<file path="src/rtl/flash_bus_pkg.sv">
// Shared definitions for the 6809-to-flash bus bridge: FSM states, bus control
// bundles for each phase, and the fill byte returned on a flash timeout.
// No logic here; latency and backpressure belong to the modules that import it.
package flash_bus_pkg;

    typedef enum logic [1:0] {
        ST_IDLE = 2'd0,
        ST_ARM  = 2'd1,
        ST_BUSY = 2'd2,
        ST_DONE = 2'd3
    } state_t;

    typedef struct packed {
        logic spi_ce;
        logic mrdy;
        logic data_oe;
    } bus_ctl_t;

    localparam bus_ctl_t CTL_IDLE   = '{spi_ce: 1'b0, mrdy: 1'b1, data_oe: 1'b0};
    localparam bus_ctl_t CTL_ACTIVE = '{spi_ce: 1'b1, mrdy: 1'b0, data_oe: 1'b0};
    localparam bus_ctl_t CTL_DONE   = '{spi_ce: 1'b0, mrdy: 1'b1, data_oe: 1'b1};

    localparam logic [7:0] FILL_BYTE = 8'hFF;

endpackage

</file>
<file path="src/rtl/sync_2ff.sv">
// Two-flop synchronizer bringing an asynchronous level into the clk domain.
// Latency: two clk cycles from input change to q.
// Backpressure: none; the input is a free-running level.
module sync_2ff (
    input  logic clk,
    input  logic reset,
    input  logic d,
    output logic q
);

    logic meta;

    always_ff @(posedge clk or negedge reset) begin
        if (!reset) begin
            meta <= 1'b0;
            q    <= 1'b0;
        end else begin
            meta <= d;
            q    <= meta;
        end
    end

endmodule

</file>
<file path="src/rtl/flash_bus_bridge.sv">
// Bridges 6809 reads in the flash window to a flash controller, stretching E via MRDY.
// Latency: hit path holds MRDY low ACK_WINDOW+1 clk after E rise is seen (3 clk sync).
// Backpressure: flash_ready low holds BUSY until ready returns or TIMEOUT_CYCLES expire.
module flash_bus_bridge
    import flash_bus_pkg::*;
#(
    parameter logic [3:0] BASE_NIBBLE    = 4'hF,
    parameter int          ACK_WINDOW     = 3,
    parameter int          TIMEOUT_CYCLES = 255
) (
    input  logic        clk,
    input  logic        reset,
    input  logic        i_E,
    input  logic [15:0] i_ADDRESS_BUS,
    input  logic        i_RW,
    input  logic        i_flash_ready,
    input  logic [7:0]  i_flash_data,
    output logic        o_spi_ce,
    output logic        o_MRDY,
    output logic [7:0]  o_DATA,
    output logic        o_DATA_OE,
    output logic        o_timeout
);

    localparam int CNT_W = ($clog2(TIMEOUT_CYCLES + 1) > 8) ? $clog2(TIMEOUT_CYCLES + 1) : 8;
    localparam logic [CNT_W-1:0] ACK_LIM = CNT_W'(ACK_WINDOW);
    localparam logic [CNT_W-1:0] TO_LIM  = CNT_W'(TIMEOUT_CYCLES - 1);

    logic             e_sync;
    logic             e_prev;
    logic             e_rise;
    logic             e_fall;
    logic             sel;

    state_t           state_q, state_d;
    bus_ctl_t         ctl_q, ctl_d;
    logic [7:0]       data_q, data_d;
    logic             timeout_q, timeout_d;
    logic [CNT_W-1:0] cnt_q, cnt_d, cnt_inc;
    logic [15:0]      cyc_addr, cyc_addr_d;
    logic             unused_cyc_addr;

    sync_2ff u_sync_e (
        .clk   (clk),
        .reset (reset),
        .d     (i_E),
        .q     (e_sync)
    );

    assign e_rise = e_sync & ~e_prev;
    assign e_fall = ~e_sync & e_prev;
    assign sel    = e_rise && (i_ADDRESS_BUS[15:12] == BASE_NIBBLE) && i_RW;

    // Latched address is retained for probing; only the window nibble is decoded.
    assign unused_cyc_addr = ^cyc_addr;

    assign cnt_inc = (cnt_q == {CNT_W{1'b1}}) ? cnt_q : cnt_q + CNT_W'(1);

    always_comb begin
        state_d    = state_q;
        ctl_d      = ctl_q;
        data_d     = data_q;
        timeout_d  = timeout_q;
        cnt_d      = cnt_q;
        cyc_addr_d = cyc_addr;
        case (state_q)
            ST_IDLE: begin
                if (sel) begin
                    state_d    = ST_ARM;
                    ctl_d      = CTL_ACTIVE;
                    cnt_d      = '0;
                    cyc_addr_d = i_ADDRESS_BUS;
                end
            end
            ST_ARM: begin
                if (e_fall) begin
                    state_d = ST_IDLE;
                    ctl_d   = CTL_IDLE;
                end else if (!i_flash_ready) begin
                    state_d = ST_BUSY;
                    cnt_d   = '0;
                end else if (cnt_q >= ACK_LIM) begin
                    // Controller never went busy: same-address hit, data already valid.
                    state_d = ST_DONE;
                    ctl_d   = CTL_DONE;
                    data_d  = i_flash_data;
                end else begin
                    cnt_d = cnt_inc;
                end
            end
            ST_BUSY: begin
                if (e_fall) begin
                    state_d = ST_IDLE;
                    ctl_d   = CTL_IDLE;
                end else if (i_flash_ready) begin
                    state_d = ST_DONE;
                    ctl_d   = CTL_DONE;
                    data_d  = i_flash_data;
                end else if (cnt_q >= TO_LIM) begin
                    state_d   = ST_DONE;
                    ctl_d     = CTL_DONE;
                    data_d    = FILL_BYTE;
                    timeout_d = 1'b1;
                end else begin
                    cnt_d = cnt_inc;
                end
            end
            ST_DONE: begin
                if (e_fall) begin
                    state_d = ST_IDLE;
                    ctl_d   = CTL_IDLE;
                end
            end
            default: begin
                state_d = ST_IDLE;
                ctl_d   = CTL_IDLE;
            end
        endcase
    end

    always_ff @(posedge clk or negedge reset) begin
        if (!reset) begin
            e_prev    <= 1'b0;
            state_q   <= ST_IDLE;
            ctl_q     <= CTL_IDLE;
            data_q    <= FILL_BYTE;
            timeout_q <= 1'b0;
            cnt_q     <= '0;
            cyc_addr  <= '0;
        end else begin
            e_prev    <= e_sync;
            state_q   <= state_d;
            ctl_q     <= ctl_d;
            data_q    <= data_d;
            timeout_q <= timeout_d;
            cnt_q     <= cnt_d;
            cyc_addr  <= cyc_addr_d;
        end
    end

    assign o_spi_ce  = ctl_q.spi_ce;
    assign o_MRDY    = ctl_q.mrdy;
    assign o_DATA_OE = ctl_q.data_oe;
    assign o_DATA    = data_q;
    assign o_timeout = timeout_q;

endmodule

</file>
<file path="config.mk">
export PLATFORM = sky130hd
export DESIGN_NAME = flash_bus_bridge
export DESIGN_NICKNAME = d
export VERILOG_FILES = /design/src/rtl/flash_bus_pkg.sv /design/src/rtl/sync_2ff.sv /design/src/rtl/flash_bus_bridge.sv
export SDC_FILE = /design/constraint.sdc
export NUM_CORES = 1
export LEC_CHECK = 0
export ABC_CLOCK_PERIOD_IN_PS = 5500
export BUFFER_PORTS_ARGS = -buffer_cell sky130_fd_sc_hd__clkbuf_2
export CAP_MARGIN = 10
export CORE_ASPECT_RATIO = 1.75
export CORE_MARGIN = 3
export CORE_UTILIZATION = 25
export CTS_CLUSTER_DIAMETER = 120
export DETAILED_ROUTE_END_ITERATION = 6
export GPL_ROUTABILITY_DRIVEN = 0
export GPL_TIMING_DRIVEN = 0
export PLACE_DENSITY = 0.49
export SETUP_SLACK_MARGIN = 0.2
export SLEW_MARGIN = 10
export SYNTH_ARGS = -nofsm -noshare
export SYNTH_HDL_FRONTEND = slang
export SYNTH_SLANG_ARGS = --single-unit
</file>
<file path="constraint.sdc">
create_clock -name clk -period 5.5 [get_ports clk]
set_input_delay 0.55 -clock clk [delete_from_list [all_inputs] [get_ports clk]]
set_output_delay 0.55 -clock clk [all_outputs]
set_load 0.05 [all_outputs]
</file>
==> metrics.cfg, run 1 <==
[outcome]
status=completed

[final_layout]
drive_above_1_share_pct=34.5
finish.net_count=205
mostFrequentLayoutCell=clkbuf_2
num_antenna_cells=0
area_growth_pct=19.4
layout_common_cells=clkbuf_2 (28), dfrtp_1 (16), nand2b_1 (10)

[setup_path]
start_kind=flop
ff2ff_setup_slack_ns=3.04
path_max_fanout=8
critPathCaptureType=flop
critical_path_class=flop to flop
cp_data_required_time_ns=5.66
ff2ff_path_depth=7
worstPathArrival_ns=2.62

[sta]
period_needed_ns=2.46
worst_pin_slew_ns=1.03
drv_slew=0
hold_slack_ns=0.289
hold_viol_final=0
finalSetupViolations=0
rsz0062_at_grt=false
fmax_ghz=0.406
timing.final.crit_share_pct=44.8
clock_skew_ns=0.00237
relSlewSlack_pct=30.9
finalSetupTns_ns=0

[die]
fp.dieW_um=63.3
die-area_um2=6720
core_area_um2=5430
rows=35
initial_utilization_pct=26.4
die_h_um=106
io-pin-count=41

[global_route]
grt_usage_pct=10.3
grt_pass1_wl_um=5660
antenna_found_initial=0
grt_pass1_vias=1226
grt_overflow=0
grt_start_max_net_pins=26

[power]
internal_power_w=0.000534
power.share.clock_pct=11.0
p_seq_share_pct=31.0
switching_share_pct=44.8
switching_power_w=0.000433
p_comb_share_pct=58.1
vdd_drop_max_v=0.000143
leakagePower_nw=0.800
pwr_density_cell_nw_per_um2=564

[drt]
detail-route-antenna-nets=0
via_per_inst=4.84
detailedRoute.firstIterationViolations=58
drc=0
firstDrtPassIters=4
vias=1171
wl_per_cell_um=13.9
routed_wl_um=3360

[worst_hold_path]
hold_class=input pin to asynchronous set/reset pin

[yosys]
yosysWarningCount=0
syn_area_um2=1440
ys_seq_elements=25
ys_types=46
synth_flop_cell=dfrtp_1
synth-edff-count=0
syn-mean-instance-area_um2=10.6
syn_inst=136
syn_nets=172
yosysSeqAreaShare_pct=44.4
async_reset_ff_share_pct=100

[placement]
portBuffers=28
dpl.hpwl_um=2550

[job]
drv_cap=0

[cts]
insertion_delay_ns=0.26
cts.sinks=25
cts_tree=yes
post-cts-setup-buffers=0
numCtsBuffers=3
cts.clk_slew.worst_paths_ns=0.09
clk_path_buf_depth=2
htree_levels=1
hold_buffers=0
root_buffer=clkbuf_8
cts-resized-gates=0

per-stage QoR:
| stage | setup slack, ns | instance area (um^2) | std cells | total power (W) | utilization (%) |
|---|---|---|---|---|---|
| final | 3.04 | 1710 | 242 | 0.000967 | 31.6 |
| after global routing | 2.86 | 1710 | 242 | 0.00103 | 31.6 |
| after CTS | 3.08 | 1710 | 242 | 0.000983 | 31.6 |
| after detailed placement | 3.11 | 1670 | 238 | 0.000863 | 30.7 |
| after global placement | 3.11 | 1670 | 238 | 0.000866 | 30.7 |
| after floorplan | 3.31 | 1440 | 136 | 0.000748 | - |
worst max-delay path, stage by stage, from the launching register on:
cell and delay (ns):
dfrtp_1 0.45, inv_1 0.07, ha_1 0.19, o211ai_1 0.20, nor2_2 0.10, o31ai_1 0.83
nand3_1 0.23, a22o_1 0.30
Yosys cell counts, types with 2 or more instances:
cell type  count  share of area [%]
nand3_1        5                1.7
o21ai_0        5                1.7
and2_1         2               0.87
o31a_1         2                1.2
dfstp_2        9                 16
a22o_1         2                1.2
mux2_4         8                8.4
inv_1          5                1.3
nand2b_1      10                4.4
o31ai_1        3                1.6
a31oi_1        5                2.2
nand4_1        3                1.3
nor2_1         7                1.8
a21oi_1        8                2.8
ha_1           7                6.1
dfrtp_1       16                 28
buf_6          2                1.6
nand2_1        9                2.4
final timing paths:
check                                             start              endpoint
min in group clk                u_sync_e.meta$_DFF_PN0_  u_sync_e.q$_DFF_PN0_
worst max-delay path               cnt_q[0]$_DFFE_PN0P_  cnt_q[0]$_DFFE_PN0P_
max in group asynchronous                         reset  cnt_q[0]$_DFFE_PN0P_
worst min register to register  u_sync_e.meta$_DFF_PN0_  u_sync_e.q$_DFF_PN0_
worst min-delay path                              reset  o_spi_ce$_DFFE_PN0P_
worst max register to register     cnt_q[0]$_DFFE_PN0P_  cnt_q[0]$_DFFE_PN0P_
layer usage:
| layer | up-vias | routed length [um] | track usage [%] |
|---|---|---|---|
| li1 | 565 | - | - |
| met1 | 558 | 1360 | 11.5 |
| met2 | 42 | 1810 | 19.5 |
| met3 | 6 | 134 | 1.48 |
| met4 | 0 | 54 | 3.09 |
| met5 | - | 0 | 0 |
flip-flops by register name (all words and copies together) (netlist names):
| signal | cells |
|---|---|
| u_sync_e.meta | 1 |
| o_DATA | 8 |
| o_MRDY | 1 |
| u_sync_e.q | 1 |
| cnt_q | 8 |
| o_timeout | 1 |
| state_q | 2 |
| o_spi_ce | 1 |
| e_prev | 1 |
| o_DATA_OE | 1 |
cell type report:
cell class	count	area [um^2]
multi-input cells	101	741
clock inverters	1	5.00
well taps	74	92.6
clock buffers	3	41.3
inverters	5	18.8
repair buffers	28	140
flip-flops and latches	25	637
fillers	606	3720
plain buffers	5	38.8
power groups by stage:
stage / logic [W] / registers (W) / clock network, W
3_5_place_dp: 0.000560 / 0.000303 / 0
6_report: 0.000562 / 0.000300 / 0.000106
2_1_floorplan: 0.000302 / 0.000446 / 0
4_1_cts: 0.000567 / 0.000300 / 0.000116
5_1_grt: 0.000598 / 0.000310 / 0.000119
3_3_place_gp: 0.000565 / 0.000301 / 0
logic make-up after synthesis:
family / share of synthesized area [%]
adders and majority gates: 6.10
and+or+nand+nor: 18.0
muxes: 9.85
DFF: 44.4
buffers and inverters: 4.01
AOI/OAI and AO/OA: 17.7
Power figures use the tool's default switching activity.
==> run 2: changes to the inputs <==
- ABC_CLOCK_PERIOD_IN_PS: 5500 -> 2000
- PLACE_DENSITY: 0.49 -> 0.51
- clock period: 5.5 -> 2 ns (I/O delays scaled with it)
==> run 2 against run 1 <==
Against the previous run: the run now ends with setup timing left; flip-flop and latch count stayed put; via count increased by 9.0%; final cell count rose by 8.3%; fmax grew 19%; die area did not move; sequential share of layout area down 5.3 points; register-to-register slack worse by 3.1 ns; global-route usage up 1.4 points; final area grew 17%; critical path depth unchanged; setup slack lost 3.1 ns; critical path type unchanged.
==> metrics.cfg, run 2 (same netlist as run 1, synthesis figures left out) <==
[outcome]
status=complete, but fails checks
failed_checks=setup timing

[final_layout]
mostFrequentLayoutCell=clkbuf_2
area_growth_pct=40.2
final_area_um2=2010
drive_above_1_share_pct=53.2
layout_common_cells=clkbuf_2 (29), buf_4 (17), dfrtp_1 (12)
num_antenna_cells=0
finish.net_count=225

[setup_path]
cp_data_required_time_ns=2.20
critPathCaptureType=flop
ff2ff_setup_slack_ns=-0.07
critPathSlowestCell=dfrtp_2
crit_chain=ha_4, or4_4, or2_4, nand2_4, a221o_1, buf_6, mux2_4
regToRegStartpoint=cnt_q[1]$_DFFE_PN0P_
path_max_fanout=8
start_kind=flop
cp-startpoint=cnt_q[1]$_DFFE_PN0P_
critPathMaxStageDelay_ns=0.45
critical_path_class=flop to flop
worstPathArrival_ns=2.26

[drt]
detailedRoute.firstIterationViolations=20
firstDrtPassIters=4
via_per_inst=4.87
detail-route-antenna-nets=0
wl_per_cell_um=13.9
vias=1276
drc=0
routed_wl_um=3630

[worst_hold_path]
min-delay-start=i_E
hold_class=input pin to flop

[die]
fp.dieW_um=63.3
rows=35
die-area_um2=6720
die_h_um=106
io-pin-count=41
core_area_um2=5430
initial_utilization_pct=26.4

[sta]
period_needed_ns=2.07
hold_viol_final=0
fmax_ghz=0.484
finalSetupViolations=9
drv_slew=0
relSlewSlack_pct=58.2
hold_slack_ns=0.0363
rsz0062_at_grt=true
clock_skew_ns=0.00387
timing.final.crit_share_pct=103
final.setup.worst_slack_ns=-0.0656
worst_pin_slew_ns=0.627

[cts]
cts.sinks=25
clk_path_buf_depth=2
numCtsBuffers=3
htree_levels=1
insertion_delay_ns=0.26
root_buffer=clkbuf_8
cts_tree=yes
cts.clk_slew.worst_paths_ns=0.09

[power]
power.share.clock_pct=9.9
pwr_density_cell_nw_per_um2=1490
p_total_w=0.00301
leakagePower_nw=0.915
p_comb_share_pct=62.3
switching_power_w=0.00131
switching_share_pct=43.4
vdd_drop_max_v=0.000480
internal_power_w=0.00170
p_seq_share_pct=27.7

[placement]
portBuffers=28
pre_cts_ws_ns=-0.221
place_area_um2=1710
dpl.hpwl_um=2570

[global_route]
grt_overflow=0
grt_usage_pct=11.7
grt_pass1_wl_um=6380
grt_pass1_vias=1400
antenna_found_initial=0
grt_start_max_net_pins=26

[job]
drv_cap=0

## run 2: cell types whose count changed in the layout (fill, tap and decap cells not counted), moves of 4 or more
cell / before / now
a21oi_1: 8 / 1
a21oi_2: 0 / 7
buf_4: 1 / 17
dfrtp_1: 16 / 12
dfrtp_2: 0 / 4
## run 2: layout make-up
cell class / instances / area (um^2)
well taps: 74 / 92.6
clock buffers: 4 / 45.0
fillers: 587 / 3420
multi-input cells: 101 / 866
repair buffers: 48 / 300
plain buffers: 5 / 47.5
flip-flops and latches: 25 / 642
inverters: 5 / 18.8
## run 2: per-stage QoR
step / cells / util [%] / TNS, ns
2_1_floorplan: 136 / - / -0.604
3_3_place_gp: 238 / 31.5 / -3.44
3_5_place_dp: 238 / 31.5 / -3.31
4_1_cts: 258 / 35.8 / -0.689
5_1_grt: 262 / 37.1 / -1.51
6_report: 262 / 37.1 / -0.501
## run 2: power by group through the flow
| stage | logic, W | registers, W | clock network [W] |
|---|---|---|---|
| after floorplan | 0.000900 | 0.00123 | 0 |
| after global placement | 0.00162 | 0.000828 | 0 |
| after detailed placement | 0.00161 | 0.000833 | 0 |
| after CTS | 0.00184 | 0.000830 | 0.000319 |
| after global routing | 0.00202 | 0.000861 | 0.000335 |
| final | 0.00187 | 0.000834 | 0.000298 |
## run 2: layer usage
layer / share of wire, % / track usage, %
met5: 0 / 0
met4: 2.3 / 4.48
met3: 3.3 / 1.48
met2: 56 / 22.7
met1: 39 / 12.4
## run 2: path summary, 6_finish.rpt
| path | end | cells after the start |
|---|---|---|
| max in group asynchronous | cnt_q[4]$_DFFE_PN0P_ | 2 |
| hold / removal | u_sync_e.meta$_DFF_PN0_ | 1 |
| setup / recovery | o_DATA[3]$_DFFE_PN1P_ | 7 |
| min in group asynchronous | cnt_q[7]$_DFFE_PN0P_ | 2 |
| hold reg to reg | u_sync_e.q$_DFF_PN0_ | 0 |
| setup reg to reg | o_DATA[3]$_DFFE_PN1P_ | 7 |
## run 2: worst max-delay path: cells and delay by family (launching register included)
family,cells,cell delay [ns]
adder cells (fa/ha/maj),1,0.17
AND/OR/NAND/NOR,3,0.74
AO/OA/AOI/OAI,1,0.16
flip-flops,1,0.45
buffers and inverters,1,0.16
multiplexers,1,0.31
## run 2: what timing repair did
item	in CTS	in global routing
resized for setup	15	10
hold buffers	1	0
endpoints found under the setup margin	21	21
pin swaps	11	7
gates cloned	0	0
setup buffers	15	4
hold endpoints to repair	16	0
==> run 3: changes to the inputs <==
- CORE_MARGIN: 3 -> not set
==> run 3 against run 2 <==
Against the previous run: global-route usage rose by 0.70 points; power rose by 0.52%; clock skew fell by 0.0010 ns; the run still ends with setup timing left; combinational power barely moved; sequential share of layout area fell by 0.20 points; flip-flop and latch count did not move; fmax rose by 0.38%; register-to-register slack barely moved; setup slack improved by 0.0079 ns.
==> metrics.cfg, run 3 (same netlist as run 1, synthesis figures left out) <==
[outcome]
status=complete, but fails checks
failed_checks=setup timing

[final_layout]
area_growth_pct=40.5
layout_common_cells=clkbuf_2 (29), buf_4 (18), dfrtp_1 (14)
final_area_um2=2020
num_antenna_cells=0
fill_cells=581
drive_above_1_share_pct=51.1
finish.net_count=227
mostFrequentLayoutCell=clkbuf_2

[setup_path]
path_max_fanout=8
path_buf_inv=1
worstPathArrival_ns=2.26
critPathTopFamily=simple AND/OR/NAND/NOR gates
critical_path_class=flop to flop
start_kind=flop
critPathSlowestCell=dfrtp_2
crit_chain=ha_4, or4_4, or2_4, nand2_4, a221o_1, buf_6, mux2_4
critPathMaxStageDelay_ns=0.45
cp_data_required_time_ns=2.20
critPathCaptureType=flop

[power]
p_total_w=0.00302
vdd_drop_max_v=0.000495
pwr_density_cell_nw_per_um2=1500
leakagePower_nw=0.924

[global_route]
grt_pass1_vias=1202
antenna_found_initial=0
grt_usage_pct=12.4
grt_overflow=0
grt_pass1_wl_um=5690
grt_start_max_net_pins=26

[sta]
timing.final.crit_share_pct=103
worst_pin_slew_ns=0.644
hold_viol_final=0
drv_slew=0
fmax_ghz=0.486
finalSetupViolations=13
period_needed_ns=2.06
relSlewSlack_pct=57.0
clock_skew_ns=0.00286
rsz0062_at_grt=true
final.setup.worst_slack_ns=-0.0577

[cts]
cts.clk_slew.worst_paths_ns=0.09
cts_tree=yes
htree_levels=1
cts.sinks=25
clk_path_buf_depth=2
insertion_delay_ns=0.27
root_buffer=clkbuf_8
numCtsBuffers=3

[placement]
pre_cts_ws_ns=-0.230
portBuffers=28
dpl.hpwl_um=2430
place_area_um2=1710

[drt]
via_per_inst=4.69
wl_per_cell_um=13.3
detail-route-antenna-nets=0
drc=0
routed_wl_um=3530
firstDrtPassIters=4
vias=1247
detailedRoute.firstIterationViolations=35

[die]
initial_utilization_pct=25.9
die-area_um2=6060
die_h_um=102
rows=36
core_area_um2=5540
fp.dieW_um=59.3
io-pin-count=41

[job]
drv_cap=0

[worst_hold_path]
hold_class=input pin to flop

-- run 3: worst paths after layout --
path	start	to	slack [ns]	depth (start not counted)
min in group asynchronous	reset	state_q[0]$_DFFE_PN0P_	0.48	2
max	cnt_q[0]$_DFFE_PN0P_	o_DATA[4]$_DFFE_PN1P_	-0.06	7
max reg2reg	cnt_q[0]$_DFFE_PN0P_	o_DATA[4]$_DFFE_PN1P_	-0.06	7
max in group asynchronous	reset	cnt_q[0]$_DFFE_PN0P_	1.07	2
min	i_E	u_sync_e.meta$_DFF_PN0_	0.03	1
min reg2reg	u_sync_e.meta$_DFF_PN0_	u_sync_e.q$_DFF_PN0_	0.36	0
-- run 3: stage by stage --
step / TNS (ns) / hold WS (ns) / util (%) / std cells
2_1_floorplan: -0.604 / -0.0956 / - / 136
3_3_place_gp: -3.13 / 0.256 / 30.9 / 240
3_5_place_dp: -3.28 / 0.255 / 30.9 / 240
4_1_cts: -0.793 / 0.0230 / 34.8 / 257
5_1_grt: -1.44 / 0.0179 / 36.4 / 266
6_report: -0.502 / 0.0299 / 36.4 / 266
-- run 3: where the power goes --
| part | switching [W] | internal (W) | total, W |
|---|---|---|---|
| Sequential | 0.000101 | 0.000727 | 0.000828 |
| Clock | 0.000159 | 0.000143 | 0.000302 |
| Combinational | 0.00104 | 0.000852 | 0.00189 |
-- run 3: worst register-to-register path: cells and delay by family, from the launching register on --
kind	cells	cell delay, ns
fa+ha+maj	1	0.17
flops	1	0.45
simple gates	3	0.74
mux	1	0.31
compound gates	1	0.15
buf+inv	1	0.16
-- run 3: timing repair --
action,in CTS,in global routing
pin swaps,11,12
setup endpoints to repair,21,21
buffers inserted,12,9
gates resized for setup,14,6
endpoints found under the hold margin,16,0
hold buffers,1,0
-- run 3: area by class of cell --
cell class | instances | area [um^2] | share of cell area (%)
Multi-Input combinational cell | 101 | 852 | 42.2
Timing Repair Buffer | 50 | 319 | 15.8
Clock buffer | 4 | 45.0 | 2.23
Buffer | 5 | 47.5 | 2.36
Sequential cell | 25 | 639 | 31.7
Tap cell | 76 | 95.1 | 4.71
Inverter | 5 | 18.8 | 0.931
-- run 3: metal layers --
layer / vias to the layer above / part of all wire [%] / global-route usage, %
li1: 607 / - / -
met1: 599 / 40 / 12.7
met2: 34 / 55 / 23.8
met3: 7 / 3.1 / 1.77
met4: 0 / 2.0 / 5.31
met5: - / 0 / 0
